<file path="src/rtl/spi_master_tx.sv">
// SPI mode-0 master transmitter (CPOL=0, CPHA=0, MSB first, CS active low).
// Outputs are registered from the next-state values, so each output changes
// on the same clk edge as the state it belongs to, with no combinational path.
`timescale 1ns/1ps
module spi_master_tx #(
  parameter int N       = 8,
  parameter int CLK_DIV = 4
) (
  input  logic         clk,
  input  logic         reset,
  input  logic         start,
  input  logic [N-1:0] data_in,
  output logic         SCK,
  output logic         MOSI,
  output logic         CS,
  output logic         busy,
  output logic         done
);

  localparam int CNT_W = $clog2(CLK_DIV);
  localparam int BIT_W = $clog2(N) + 1;
  localparam logic [CNT_W-1:0] CNT_LAST = CNT_W'(CLK_DIV - 1);
  localparam logic [BIT_W-1:0] BIT_LOAD = BIT_W'(N - 1);

  typedef enum logic [2:0] {
    IDLE  = 3'd0,
    SETUP = 3'd1,
    HIGH  = 3'd2,
    LOW   = 3'd3,
    GAP   = 3'd4
  } state_t;

  state_t           state_q, state_d;
  logic [CNT_W-1:0] cnt_q, cnt_d;
  logic [BIT_W-1:0] bit_q, bit_d;
  logic [N-1:0]     shift_q, shift_d;
  logic             sck_q, sck_d;
  logic             mosi_q, mosi_d;
  logic             cs_q, cs_d;
  logic             busy_q, busy_d;
  logic             done_q, done_d;
  logic             phase_end;

  // State, datapath and output registers; reset returns everything to idle.
  always_ff @(posedge clk or posedge reset) begin
    if (reset) begin
      state_q <= IDLE;
      cnt_q   <= '0;
      bit_q   <= '0;
      shift_q <= '0;
      sck_q   <= 1'b0;
      mosi_q  <= 1'b0;
      cs_q    <= 1'b1;
      busy_q  <= 1'b0;
      done_q  <= 1'b0;
    end else begin
      state_q <= state_d;
      cnt_q   <= cnt_d;
      bit_q   <= bit_d;
      shift_q <= shift_d;
      sck_q   <= sck_d;
      mosi_q  <= mosi_d;
      cs_q    <= cs_d;
      busy_q  <= busy_d;
      done_q  <= done_d;
    end
  end

  // Next-state logic: phase sequencing, bit counting and shifting.
  always_comb begin
    state_d   = state_q;
    shift_d   = shift_q;
    bit_d     = bit_q;
    phase_end = (cnt_q == CNT_LAST);
    case (state_q)
      IDLE: begin
        if (start) begin
          state_d = SETUP;
          shift_d = data_in;
          bit_d   = BIT_LOAD;
        end
      end
      SETUP: begin
        if (phase_end) state_d = HIGH;
      end
      HIGH: begin
        if (phase_end) begin
          state_d = LOW;
          // Present the next bit at the falling edge, unless this was the last.
          if (bit_q != '0) shift_d = shift_q << 1;
        end
      end
      LOW: begin
        if (phase_end) begin
          if (bit_q != '0) begin
            state_d = HIGH;
            bit_d   = bit_q - 1'b1;
          end else begin
            state_d = GAP;
          end
        end
      end
      GAP: begin
        if (phase_end) state_d = IDLE;
      end
      default: state_d = IDLE;
    endcase
    // Half-period counter restarts on every state change and rests in IDLE.
    if ((state_d != state_q) || (state_q == IDLE)) cnt_d = '0;
    else                                           cnt_d = cnt_q + 1'b1;
  end

  // Output decode from the upcoming state so the output flops track it.
  always_comb begin
    sck_d  = 1'b0;
    mosi_d = 1'b0;
    cs_d   = 1'b1;
    busy_d = 1'b0;
    done_d = (state_q == GAP) && (state_d == IDLE);
    case (state_d)
      SETUP, LOW: begin
        cs_d   = 1'b0;
        mosi_d = shift_d[N-1];
        busy_d = 1'b1;
      end
      HIGH: begin
        cs_d   = 1'b0;
        sck_d  = 1'b1;
        mosi_d = shift_d[N-1];
        busy_d = 1'b1;
      end
      GAP: begin
        busy_d = 1'b1;
      end
      default: ;
    endcase
  end

  assign SCK  = sck_q;
  assign MOSI = mosi_q;
  assign CS   = cs_q;
  assign busy = busy_q;
  assign done = done_q;

endmodule

</file>
<file path="config.mk">
export PLATFORM = sky130hd
export DESIGN_NAME = spi_master_tx
export DESIGN_NICKNAME = d
export VERILOG_FILES = /design/src/rtl/spi_master_tx.sv
export SDC_FILE = /design/constraint.sdc
export NUM_CORES = 1
export LEC_CHECK = 0
export ABC_AREA = 0
export CAP_MARGIN = 20
export CELL_PAD_IN_SITES_DETAIL_PLACEMENT = 0
export CELL_PAD_IN_SITES_GLOBAL_PLACEMENT = 1
export CORE_ASPECT_RATIO = 0.8
export CORE_MARGIN = 1.5
export CORE_UTILIZATION = 44
export DETAILED_ROUTE_END_ITERATION = 7
export PLACE_DENSITY = 0.9
export RECOVER_POWER = 25
export SLEW_MARGIN = 25
export SYNTH_ARGS = -nofsm -noshare
export SYNTH_HDL_FRONTEND = slang
export SYNTH_SLANG_ARGS = --single-unit
</file>
<file path="constraint.sdc">
create_clock -name clk -period 3.5 [get_ports clk]
set_input_delay 0.7 -clock clk [delete_from_list [all_inputs] [get_ports clk]]
set_output_delay 0.7 -clock clk [all_outputs]
set_load 0.03 [all_outputs]
</file>
Yosys cells after proc, flatten, opt, wreduce, memory -nomap -nowiden
Index checks and enable logic that the tools add are counted.

Bits in registers: 22. Input bits: 11. Output and inout port bits: 5. Logic and storage cells: 58.

Add/subtract/negate cells: 2. Equal/unequal tests: 15. Muxes and demuxes: 20. Reduce and logical (&&, ||, !) cells: 11.

Operator list (count): two-way mux 8 bit (3); two-way mux 3 bit (6); case mux 8 bit (2 select lines) (1); case mux 3 bit (5 select lines) (1); equality test 3 x 2 -> 1 bit (second input constant) (4); two-way mux 4 bit (3); != test 2 bit (second input constant) (5); case mux 4 bit (2 select lines) (1); AND reduction 4 bit (2); equality test 3 x 1 -> 1 bit (second input constant) (2); equality test 3 bit (second input constant) (2); logical NOT 3 bit (2); two-way mux 1 bit (4); nonzero test 2 bit (2); nonzero test 4 bit (1); OR reduction 4 bit (1); subtractor 4 x 1 -> 4 bit (second input constant) (1); != test 3 bit (1); OR reduction 3 bit (1); adder 2 x 1 -> 2 bit (second input constant) (1); equality test 2 bit (second input constant) (1); two-way mux 2 bit (1); logical AND 1 bit (1); logical OR 1 bit (1).

Logic depth before layout (Yosys ltp)
Depth in word-level cells: 7. Depth in mapped cells: 8. Gate-level depth less buffers: 6.

Least setup slack after synthesis
OpenSTA, ideal clock, no wires.

Path type: register to register. Start point: register bit_q[0]. End point: register shift_q[1]. Library setup time: 0.126 ns. Arrival: 1.676 ns. Data required time: 3.374 ns. Path slack: 1.698 ns. Cell stages (with the launch flop): 8. Buffers on the path: 2. Period minus slack after synthesis: 1.802 ns. Cell sequence: dfrtp_1 inv_1 ha_1 or3b_1 buf_2 and3_1 buf_6 a221o_1.

Longest elaborated chain between the ends: 3.

Ends and longest elaborated chain: start: declaration (RTL line 35) `logic [BIT_W-1:0] bit_q, bit_d;`; start signal: assignment (RTL line 59) `bit_q <= bit_d;`; nonzero test 4 bit (RTL line 90) `if (bit_q != '0) shift_d = shift_q << 1;`; != test 2 bit (no line); AND reduction 4 bit (no line); end signal: assignment (RTL line 60) `shift_q <= shift_d;`; end: declaration (RTL line 36) `logic [N-1:0] shift_q, shift_d;`.

Every way passes these cells. A chain may end at the register's enable or synchronous reset.

Final worst setup path
Start point: input start. End point: register shift_q[6].

Longest elaborated chain between the ends: 2.

Ends and longest elaborated chain: start: declaration (RTL line 11) `input logic start,`; != test 2 bit (no line); AND reduction 4 bit (no line).

Every way passes these cells.

==> impl_metrics.toml <==
[outcome]
outcome = "finished clean"

[yosys]
synth_top_cell_area_share_pct = 46.3
ys_ff_latch = 22
synth-edff-count = 0
yosys_warnings = 0
postSynthCellCount = 113
syn-cell-area_sq_um = 1140
synth_seq_area_share_pct = 48.6
syn_area_per_cell_sq_um = 10.1
synth-main-ff-cell = "dfrtp_1"
synth-async-reset-ratio_pct = 100
syn-num-nets = 127
synth_top_area_cell = "dfrtp_1"
synthTopCellsByArea = "dfrtp_1 46%, a221o_1 5.3%, and2_1 3.9%"
ys_types = 36

[sta]
clock.fmax_mhz = 436
min_period_ns = 2.29
tightest_slew_ns = 0.814
rsz0062_at_grt = "no"
final.setup_skew_ns = 0.00471
setup_viol = 0
hold_ws_ns = 0.477
hold_viol = 0
layout_setup_ws_ns = 1.21
slew_headroom_pct = 45.7
fin_crit_sh_pct = 65.5
slew_viol_final = 0
fin_setup_tns_ns = 0

[worst_setup_path]
path_class = "in -> reg"
crit_required_ns = 3.70
crit_fanout = 14
cp-start-kind = "primary input"
crit_arrival_ns = 2.49
reg2reg_slack_ns = 1.52
endpoint_kind = "register"

[floorplanning]
die_h_um = 48.5
floorplan.initialDensity_pct = 46.5
ios = 16
row_count = 16
core_area_sq_um = 2440
die_area_sq_um = 2900
dieWidth_um = 59.8

[drt]
route.detailed.drc = 0
drt_first_pass_iters = 4
top_layer = "met4"
wl_met2_um = 862
final_antenna_net_count = 0
m1WireLength_mm = 1.04
avgRoutedWirePerCell_um = 12.6
drt-total-wl_mm = 2.02
wl_met3_um = 101
drtIter0Drc = 30
vias = 827
routed_via_density = 5.17

[global_route]
grt_pass1_vias = 749
grt_max_degree = 23
grtUsageTotal_pct = 15.5
overflow = 0
antenna_found_initial = 0
grt_first_pass_wirelength_mm = 3.45

[final_layout]
synthToLayoutAreaGrowth_pct = 16.8
drive_above_1_share_pct = 6.45
final_common_cell = "dfrtp_1"
final_cell_mix = "21 x dfrtp_1, 13 x clkdlybuf4s50_1, 10 x nor2_1"
nNetsFinal = 139
n_antenna_cell = 0
fin_cells = 160

[clocking]
cts_buffers = 3
clk_path_buf_depth = 2
clkTransAtPathRegs_ns = 0.12
cts_tree = "yes"
cts_sinks = 22
post_cts_buffers = 0
post_cts_resized = 0
h-tree-depth = 1
clock_latency_ns = 0.31
postCtsHoldBufs = 0
cts-root-buf = "clkbuf_4"

[pwr]
ir_drop_v = 0.000240
pwr_density_cell_nw_per_um2 = 665
p_leak_nw = 0.550
total_power_mw = 0.883

[place]
place_inst = 156
pre_cts_ws_ns = 0.943
dpl.hpwl_mm = 1.42
port_buffers = 15
gp_congestion = 0.769

[worst_hold_path]
hp-class = "reg -> reg"

[flow_run]
maxCapViolCount = 0
[Yosys cell counts (all sizes together) (2+ instances only)]
| cell | n |
|---|---|
| o21ai | 6 |
| dfrtp | 21 |
| nor4b | 2 |
| nor3b | 3 |
| a21oi | 5 |
| o211ai | 2 |
| nand2 | 9 |
| clkbuf | 5 |
| and2 | 7 |
| o311ai | 2 |
| inv | 5 |
| buf | 3 |
| nor3 | 3 |
| ha | 3 |
| nand3 | 6 |
| a221o | 6 |
| nor2 | 11 |
[area by class of cell]
cell class | count | area (sq um)
fill | 220 | 1110
sequential | 22 | 552
multi-input combinational | 78 | 526
timing repair buffer | 15 | 150
tap | 36 | 45.0
clock buffer | 4 | 36.3
inverter | 5 | 18.8
[final timing paths]
check,startpoint,to,cells after the start
setup reg to reg,state_q[0],shift_q[6],3
hold reg to reg,cnt_q[0],cnt_q[0],1
setup / recovery,start,shift_q[6],4
max in group asynchronous,reset,bit_q[1],2
hold / removal,cnt_q[0],cnt_q[0],1
min in group asynchronous,reset,MOSI,2
[registers in the layout (all words and copies together), names as in the netlist]
| register | cells |
|---|---|
| MOSI | 1 |
| busy | 1 |
| shift_q | 8 |
| bit_q | 4 |
| SCK | 1 |
| cnt_q | 2 |
| CS | 1 |
| state_q | 3 |
| done | 1 |
[cells by family (layout without fill, tap and decap cells)]
logic type	after synthesis	in the layout	share of synthesized area, %
simple gates	47	47	23.3
compound gates	25	25	17.1
flops	22	22	48.6
buf+inv	13	24	5.18
fa+ha+maj	3	3	3.30
xor+xnor	2	2	1.54
mux	1	1	0.991
[per-stage QoR]
step	area, sq um	util, %
final	1330	54.4
after global routing	1330	54.4
after CTS	1330	54.4
after detailed placement	1290	52.9
after global placement	1290	52.9
after floorplan	1140	-
[metal layers]
metal	GRT usage, %	vias to the layer above
li1	-	421
met1	22.9	385
met2	22.1	19
met3	4.81	2
met4	3.70	0
met5	0	-
[where the power goes]
part	internal, mW	total (mW)	switching, mW
clock	0.0635	0.140	0.0763
sequential	0.342	0.427	0.0846
combinational	0.160	0.316	0.156
total	0.566	0.883	0.317
[critical path: stages]
cell and delay, ns:
dlygate4sd3_1 0.63, nor4b_4 0.67, nor2_2 0.15, a221o_1 0.34
(Power assumes the default switching activity.)
